File: config.mk
export PLATFORM = sky130hd
export DESIGN_NAME = uart_tx_sched
export DESIGN_NICKNAME = d
export VERILOG_FILES = /design/src/rtl/uart_pkg.sv /design/src/rtl/rr_arbiter.sv /design/src/rtl/uart_tx_sched.sv
export SDC_FILE = /design/constraint.sdc
export NUM_CORES = 1
export LEC_CHECK = 0
export CAP_MARGIN = 10
export CORE_MARGIN = 4
export CORE_UTILIZATION = 47
export DETAILED_ROUTE_END_ITERATION = 8
export PLACE_DENSITY = 0.75
export RECOVER_POWER = 50
export SETUP_SLACK_MARGIN = 0.15
export SLEW_MARGIN = 10
export SYNTH_ARGS = -nofsm -noshare
export SYNTH_HDL_FRONTEND = slang
export SYNTH_HIERARCHICAL = 1
export SYNTH_SLANG_ARGS = --single-unit
File: constraint.sdc
create_clock -name clk -period 2.03 [get_ports clk]
set_clock_uncertainty 0.05 [all_clocks]
set_input_delay 0.3045 -clock clk [delete_from_list [all_inputs] [get_ports clk]]
set_output_delay 0.3045 -clock clk [all_outputs]
set_load 0.005 [all_outputs]
File: src/rtl/uart_pkg.sv
// Shared UART definitions: scheduler state encoding, ASCII framing bytes and bit timing.
// The CR/LF states exist only when UART_TX_SCHED_CRLF_EN is defined.
package uart_pkg;

`ifdef UART_TX_SCHED_CRLF_EN
  localparam int unsigned ST_W = 6;
`else
  localparam int unsigned ST_W = 4;
`endif

  typedef logic [ST_W-1:0] state_t;

  localparam state_t ST_IDLE  = state_t'(1);
  localparam state_t ST_LOAD  = state_t'(2);
  localparam state_t ST_START = state_t'(4);
  localparam state_t ST_WAIT  = state_t'(8);
`ifdef UART_TX_SCHED_CRLF_EN
  localparam state_t ST_CR    = state_t'(16);
  localparam state_t ST_LF    = state_t'(32);
`endif

  localparam logic [7:0] ASCII_CR = 8'h0D;
  localparam logic [7:0] ASCII_LF = 8'h0A;

  // Rounded integer divide for the serializer baud counter.
  function automatic int unsigned clks_per_bit(input int unsigned clk_hz, input int unsigned baud);
    return (clk_hz + baud / 2) / baud;
  endfunction

  localparam int unsigned SYS_CLK_HZ   = 100_000_000;
  localparam int unsigned UART_BAUD    = 115_200;
  localparam int unsigned CLKS_PER_BIT = clks_per_bit(SYS_CLK_HZ, UART_BAUD);

endpackage

File: src/rtl/rr_arbiter.sv
// Combinational round-robin pick: first asserted request at or after ptr, wrapping modulo N.
module rr_arbiter #(
  parameter  int unsigned N  = 2,
  localparam int unsigned PW = (N > 1) ? $clog2(N) : 1
) (
  input  logic [N-1:0]  req,
  input  logic [PW-1:0] ptr,
  output logic [N-1:0]  gnt_c,
  output logic [PW-1:0] idx_c,
  output logic          any_c
);

  logic [PW:0] pos;
  logic        found;

  always_comb begin
    gnt_c = '0;
    idx_c = '0;
    found = 1'b0;
    pos   = '0;
    for (int i = 0; i < N; i++) begin
      pos = {1'b0, ptr} + (PW+1)'(i);
      if (pos >= (PW+1)'(N)) pos = pos - (PW+1)'(N);
      if (!found && req[pos[PW-1:0]]) begin
        found               = 1'b1;
        gnt_c[pos[PW-1:0]]  = 1'b1;
        idx_c               = pos[PW-1:0];
      end
    end
  end

  assign any_c = |req;

endmodule

File: src/rtl/uart_tx_sched.sv
// Message-level round-robin scheduler feeding one uart_tx serializer from NREQ byte streams.
// Define UART_TX_SCHED_CRLF_EN to append CR LF after every completed message.
module uart_tx_sched
  import uart_pkg::*;
#(
  parameter int unsigned NREQ         = 2,
  parameter int unsigned IDLE_TIMEOUT = 1000000
) (
  input  logic              clk,
  input  logic              reset_n,
  input  logic [NREQ-1:0]   req_valid,
  input  logic [8*NREQ-1:0] req_data,
  input  logic [NREQ-1:0]   req_last,
  output logic [NREQ-1:0]   req_ready,
  output logic              tx_dv,
  output logic [7:0]        tx_byte,
  input  logic              tx_active,
  input  logic              tx_done,
  output logic [NREQ-1:0]   grant,
  output logic              timeout_err
);

  localparam int unsigned PW = $clog2(NREQ);
  localparam int unsigned CW = $clog2(IDLE_TIMEOUT + 1);

  state_t          state_q, state_d;
  logic [PW-1:0]   rr_ptr, gidx, next_ptr_c;
  logic [CW-1:0]   idle_cnt;
  logic            last_q;
  logic [NREQ-1:0] arb_gnt_c;
  logic [PW-1:0]   arb_idx_c;
  logic            arb_any_c;
  logic            xfer_c, timeout_c, msg_end_c;
  logic [7:0]      sel_byte_c;
  logic            sel_last_c;
`ifdef UART_TX_SCHED_CRLF_EN
  logic [1:0]      crlf_ph;
  logic            crlf_go_c;
`endif

  rr_arbiter #(.N(NREQ)) u_arb (
    .req   (req_valid),
    .ptr   (rr_ptr),
    .gnt_c (arb_gnt_c),
    .idx_c (arb_idx_c),
    .any_c (arb_any_c)
  );

  // Lane of the current owner.
  always_comb begin
    sel_byte_c = '0;
    sel_last_c = 1'b0;
    for (int i = 0; i < NREQ; i++) begin
      if (grant[i]) begin
        sel_byte_c = req_data[8*i +: 8];
        sel_last_c = req_last[i];
      end
    end
  end

  assign xfer_c     = (state_q == ST_LOAD) && |(req_valid & grant);
  assign timeout_c  = (state_q == ST_LOAD) && !xfer_c && (idle_cnt == CW'(IDLE_TIMEOUT - 1));
  assign next_ptr_c = (gidx == PW'(NREQ - 1)) ? '0 : gidx + PW'(1);
`ifdef UART_TX_SCHED_CRLF_EN
  assign crlf_go_c  = (state_q == ST_WAIT) && tx_done && last_q && (crlf_ph != 2'd2);
  assign msg_end_c  = (state_q == ST_WAIT) && tx_done && last_q && (crlf_ph == 2'd2);
`else
  assign msg_end_c  = (state_q == ST_WAIT) && tx_done && last_q;
`endif

  always_ff @(posedge clk) begin
    if (!reset_n) state_q <= ST_IDLE;
    else          state_q <= state_d;
  end

  always_comb begin
    state_d = state_q;
    unique case (state_q)
      ST_IDLE:  if (arb_any_c) state_d = ST_LOAD;
      ST_LOAD: begin
        if (xfer_c)         state_d = ST_START;
        else if (timeout_c) state_d = ST_IDLE;
      end
      ST_START: if (!tx_active) state_d = ST_WAIT;
      ST_WAIT: begin
        if (tx_done) begin
          if (!last_q) state_d = ST_LOAD;
`ifdef UART_TX_SCHED_CRLF_EN
          else if (crlf_ph == 2'd0) state_d = ST_CR;
          else if (crlf_ph == 2'd1) state_d = ST_LF;
`endif
          else state_d = ST_IDLE;
        end
      end
`ifdef UART_TX_SCHED_CRLF_EN
      ST_CR:    if (!tx_active) state_d = ST_WAIT;
      ST_LF:    if (!tx_active) state_d = ST_WAIT;
`endif
      default:  state_d = ST_IDLE;
    endcase
  end

  // Strobe is held off while the serializer is still busy from an earlier byte.
  always_comb begin
    req_ready = '0;
    tx_dv     = 1'b0;
    unique case (state_q)
      ST_LOAD:  req_ready = grant;
      ST_START: tx_dv     = !tx_active;
`ifdef UART_TX_SCHED_CRLF_EN
      ST_CR:    tx_dv     = !tx_active;
      ST_LF:    tx_dv     = !tx_active;
`endif
      default: ;
    endcase
  end

  always_ff @(posedge clk) begin
    if (!reset_n) begin
      grant       <= '0;
      gidx        <= '0;
      rr_ptr      <= '0;
      tx_byte     <= 8'h00;
      last_q      <= 1'b0;
      idle_cnt    <= '0;
      timeout_err <= 1'b0;
`ifdef UART_TX_SCHED_CRLF_EN
      crlf_ph     <= 2'd0;
`endif
    end else begin
      if ((state_q == ST_IDLE) && arb_any_c) begin
        grant    <= arb_gnt_c;
        gidx     <= arb_idx_c;
        idle_cnt <= '0;
`ifdef UART_TX_SCHED_CRLF_EN
        crlf_ph  <= 2'd0;
`endif
      end
      if (xfer_c) begin
        tx_byte  <= sel_byte_c;
        last_q   <= sel_last_c;
        idle_cnt <= '0;
      end else if (state_q == ST_LOAD) begin
        if (timeout_c) begin
          timeout_err <= 1'b1;
          grant       <= '0;
          rr_ptr      <= next_ptr_c;
          idle_cnt    <= '0;
        end else if (idle_cnt != CW'(IDLE_TIMEOUT)) begin
          idle_cnt <= idle_cnt + CW'(1);
        end
      end
`ifdef UART_TX_SCHED_CRLF_EN
      if (crlf_go_c) begin
        tx_byte <= (crlf_ph == 2'd0) ? ASCII_CR : ASCII_LF;
        crlf_ph <= crlf_ph + 2'd1;
      end
`endif
      if (msg_end_c) begin
        grant  <= '0;
        rr_ptr <= next_ptr_c;
      end
    end
  end

endmodule

== Word level (Yosys, flattened, before mapping) ==
Cells that the tools add are included.
W data, S select, Z words.

* Register bits after elaboration: 38
* Input port bits: 24
* Output and inout port bits: 14
* Word-level logic and storage cells: 96

* Add/sub/neg operators: 5
* Magnitude comparators: 6
* Equality and inequality tests: 11
* Multiplexer cells: 41
* Bitwise gates (word level): 4
* Reductions and logical operators: 21

{| class="wikitable"
|+ Operator list
! kind !! number
|-
| $mux W20 || 4
|-
| $add A20 B1 Y20 const B || 1
|-
| $eq A20 B20 Y1 const B || 1
|-
| $mux W4 || 5
|-
| $ne A20 B20 Y1 const B || 1
|-
| $mux W1 || 19
|-
| $mux W2 || 8
|-
| $mux W8 || 2
|-
| $pmux W4 S4 || 1
|-
| $logic_and A1 B1 Y1 || 9
|-
| $reduce_or A2 Y1 || 4
|-
| $ne A2 B2 Y1 const B || 3
|-
| $reduce_and A3 Y1 || 2
|-
| $eq A4 B1 Y1 const B || 1
|-
| $eq A4 B2 Y1 const B || 1
|-
| $eq A4 B3 Y1 const B || 1
|-
| $eq A4 B4 Y1 const B || 1
|-
| $lt A1 B2 Y1 const B || 2
|-
| $reduce_and A4 Y1 || 1
|-
| $reduce_bool A2 Y1 || 2
|-
| $logic_not A1 Y1 || 3
|-
| $ne A3 B3 Y1 const B || 1
|-
| $add A1 B1 Y2 const B || 1
|-
| $and A2 B2 Y2 || 1
|-
| 9 further kinds || 13
|}

== Longest topological paths before layout ==
* Depth after elaboration: 13
* Depth in mapped cells: 8
* Depth with buffers taken out: 6

== By module ==
Netlist, hierarchy kept.

{| class="wikitable"
|+ By module, submodules not included
! module !! times used !! cells each !! area an instance (um^2) !! sequential area each (um^2)
|-
| uart_tx_sched || 1 || 255 || 2103.3 || 760.7
|-
| rr_arbiter || 1 || 5 || 32.5 || 0.0
|}

== Least setup slack after synthesis ==
No wires, ideal clock.

* Path kind: flip-flop to flip-flop
* From: register idle_cnt[8]
* To: register idle_cnt[8]
* Setup time: 0.137 ns
* Arrival time: 1.776 ns
* Data required time: 1.843 ns
* Setup slack: 0.067 ns
* Cell stages (with the launch flop): 9
* Path buffers: 3
* Clock period less this slack: 1.963 ns
* Cells stage by stage: dfxtp_1 -> buf_6 -> nor4b_4 -> nand4b_4 -> or4_1 -> buf_2 -> nand2_1 -> buf_6 -> a311oi_1

* Longest elaborated chain between the ends: 4
* Elaborated cells between the ends (all ways): 8
* Classes of those cells: 1 x add/sub; 2 x eq/ne; 4 x mux; 1 x reduce/logical

{| class="wikitable"
|+ Ends and longest elaborated chain
! element !! RTL line !! source
|-
| start: declaration || uart_tx_sched.sv:28 || <nowiki>logic [CW-1:0] idle_cnt;</nowiki>
|-
| start signal: assignment || uart_tx_sched.sv:150 || <nowiki>idle_cnt <= idle_cnt + CW'(1);</nowiki>
|-
| $add A20 B1 Y20, or another cell as far along || uart_tx_sched.sv:150 ||
|-
| $mux W20 / $logic_and A1 B1 Y1 (equally long branches) || uart_tx_sched.sv:149, uart_tx_sched.sv:62 ||
|-
| $mux W20 || uart_tx_sched.sv:144 || <nowiki>if (timeout_c) begin</nowiki>
|-
| $mux W20 (*) || uart_tx_sched.sv:143 || <nowiki>end else if (state_q == ST_LOAD) begin</nowiki>
|}

Mark *: on every way between the ends. The rest lies on a longest branch, timed or not.
A chain may end at the register's enable or synchronous reset.

== Worst setup path after layout ==
* From: register idle_cnt[8]
* To: register idle_cnt[19]

* Longest elaborated chain between the ends: 4
* Elaborated cells between the ends (all ways): 7
* Classes of those cells: 1 x add/sub; 2 x eq/ne; 3 x mux; 1 x reduce/logical

{| class="wikitable"
|+ Ends and longest elaborated chain
! element !! RTL line
|-
| $add A20 B1 Y20, or another cell as far along || uart_tx_sched.sv:150
|-
| $mux W20 / $logic_and A1 B1 Y1 (equally long branches) || uart_tx_sched.sv:149, uart_tx_sched.sv:62
|-
| $mux W20 (*) || uart_tx_sched.sv:144
|-
| $mux W20 (*) || uart_tx_sched.sv:143
|}

Marks and branches as above.

==> reports/qor.txt <==
Post-Synthesis Cells: 260
Hold-fix buffers, CTS: 0
CP arrival: 2.20 ns
crit path to: idle_cnt[19]
Tightest Pin Transition: 0.5841 ns
Post-DRT Antenna Nets: 0
dpl hpwl: 4.239 mm
Yosys reg bits: 38
Max Fclk: 494.9 MHz
Initial Utilization: 0.4872
H-tree depth: 2
CORE AREA: 4384 µm²
synth top area cells: dfxtp_1, nor2_1, nor3_1, a221oi_1, nand3_1
Die Y: 75.41 µm
diodes inserted: 0
Core Rows: 24
crit path launch: idle_cnt[8]
share of cells above drive strength 1: 0.2814
CTS tree: yes
most common cell in the netlist: dfxtp_1
Post-synth EDFFs: 0
GRT Util Overall: 0.2232
final worst slack: 0.009316 ns
antenna violations before repair: 0
NumNets Final: 361
Max Cap Violations: 0
Post-Syn Area: 2136 µm²
Die Wd: 75.41 µm
library cells used by synthesis: 51
hold slack: 0.4108 ns
synth warn: 6
Max VDD drop: 0.4776 mV
Yosys top cell by area: dfxtp_1
largest net degree at the start of global routing: 17
first-pass GRT wire length: 9.763 mm
clock-pin transition on the worst setup and hold timing paths: 0.08 ns
area delta synth->final: 43.82%
root buf cell: clkbuf_8
Startpoint Class: register
crit path max fanout: 8
Die ar.: 5687 µm²
Vias/cell: 6.179
Commonest cells post-synth: dfxtp_1, nor2_1, nor3_1
top_reg_cell synth: dfxtp_1
Setup CP Type: register to register
worst flop-to-flop path startpoint: idle_cnt[8]
Max-Slew Margin vs Limit: 0.6098
Net Count, Synth: 286
Avg Cell Area, Syn: 8.215 µm²
final worst-path cycle share: 0.9954
async set-reset flop share out of synthesis: 0
Tot Pwr: 0.001904 W
IO buf count: 37
DR vias: 2385
Starting DRT DRC Count: 256
Pwr Density: 619.9 nW/µm²
# DRC: 0
CTS Buf Count: 5
Period minus WS final: 2.021 ns
number of global-route vias before repair: 2126
WL/cell: 17.03 µm
Final Hold Viols: 0
total grt overflow: 0
io pins: 38
Clock Sinks: 38
RSZ-0062 raised after global routing: true
CP endpoint kind: register
Synth top area share: 0.3562
R2R Path End: idle_cnt[19]
final core occ: 0.7006
RD Place Congestion: 0.9531
clk_lat worst skew: 0.30 ns
# setup viols final: 0
Lkg Pwr: 1.157 nW
reg2reg setup slack: 0.009 ns
fin. max-slew vios: 0
Post-Route WL: 6.572 mm
Max clock buf depth: 2
status: completed
Hold WC Path Type: register to register
cells on worst reg2reg path: 5
Worst EP required: 2.20 ns
first-pass detailed-route iteration total: 5
Seq/Total Area, Yosys: 0.3562
worst slack at placement: -0.1210 ns
[worst min-delay path by stage]
stage | startpoint | to | slack (ns) | depth (start not counted)
after floorplan | reset_n | state_q[1] | 0.37 | 1
after global placement | timeout_err | timeout_err | 0.41 | 2
after detailed placement | timeout_err | timeout_err | 0.41 | 2
after CTS | timeout_err | timeout_err | 0.43 | 2
after global routing | timeout_err | timeout_err | 0.44 | 2
final | timeout_err | timeout_err | 0.41 | 2
[metrics by stage]
stage	cells	instance area, µm²	TNS (ns)
floorplan	260	2156	0
global placement	364	2744	-0.1416
detailed placement	364	2744	-0.8064
CTS	373	2912	0
global route	386	3072	-0.1018
finish	386	3072	0
[flip-flops by register name, indices dropped and copies added, names as in the netlist]
register,cells
idle_cnt,20
gidx,1
tx_byte,8
rr_ptr,1
last_q,1
grant,2
timeout_err,1
state_q,4
[cell type report]
class | instances | area [µm²]
clock buffers | 6 | 82.58
fillers | 327 | 1313
inverters | 10 | 37.54
well taps | 52 | 65.06
repair buffers | 86 | 758.2
flip-flops and latches | 38 | 780.7
multi-input cells | 194 | 1348
[layout by cell type, fill, tap and decap left out, types with 3 or more instances in the layout]
cell,netlist,layout
buf_4,0,41
nor2_1,28,28
dfxtp_1,38,26
clkdlybuf4s50_1,0,22
nand2_1,15,13
nor3_1,16,13
nand3_1,13,12
dlygate4sd3_1,0,11
inv_1,10,10
dfxtp_2,0,10
a21oi_1,10,9
nand4_1,8,8
a221oi_1,9,8
nand2b_1,6,6
and3_1,6,6
a31oi_1,6,6
o21ai_0,6,6
clkbuf_8,0,6
clkbuf_2,0,5
a21boi_1,3,4
xor2_1,4,4
mux2i_1,4,4
and2_1,3,3
or4_4,0,3
nor3_2,0,3
nor3b_1,3,3
nor4_1,5,3
o211ai_1,3,3
a311oi_1,3,3
a41oi_1,3,3
o31ai_1,3,3
buf_12,0,3
[kinds of logic (layout without fill, tap and decap cells)]
group	after synthesis	after routing	synth area share
AOI/OAI and AO/OA	62	62	0.2062
xor gates and xnor gates	4	4	0.01640
adders and majority gates	2	2	0.01171
buffers and inverters	28	102	0.06444
DFF	38	38	0.3562
muxes	4	4	0.01875
and+or+nand+nor	122	122	0.3263
[power by group]
part	internal [W]	switching [W]	total, W
Sequential	0.000774	0.0000298	0.000804
Combinational	0.000287	0.000287	0.000574
Clock	0.000262	0.000263	0.000525
Total	0.00132	0.000580	0.00190
[what timing repair did]
action / CTS / global route
pin swaps: 3 / 15
buffers inserted: 3 / 13
gates resized for setup: 21 / 29
endpoints found under the hold margin: 0 / 0
endpoints found under the setup margin: 23 / 30
[critical path, stage by stage (launching register included)]
cell	delay, ns
dfxtp_2	0.43
nand4_1	0.31
nor4_2	0.34
nand4_1	0.18
or4_1	0.51
a21oi_2	0.13
[per-layer routing]
metal | GRT usage | vias to the layer above | wire [µm]
li1 | - | 1124 | -
met1 | 0.2699 | 1092 | 2602
met2 | 0.3710 | 145 | 3045
met3 | 0.07652 | 24 | 743
met4 | 0.07379 | 0 | 180
met5 | 0 | - | 0
Note: power is estimated with default switching activity, not from simulation.
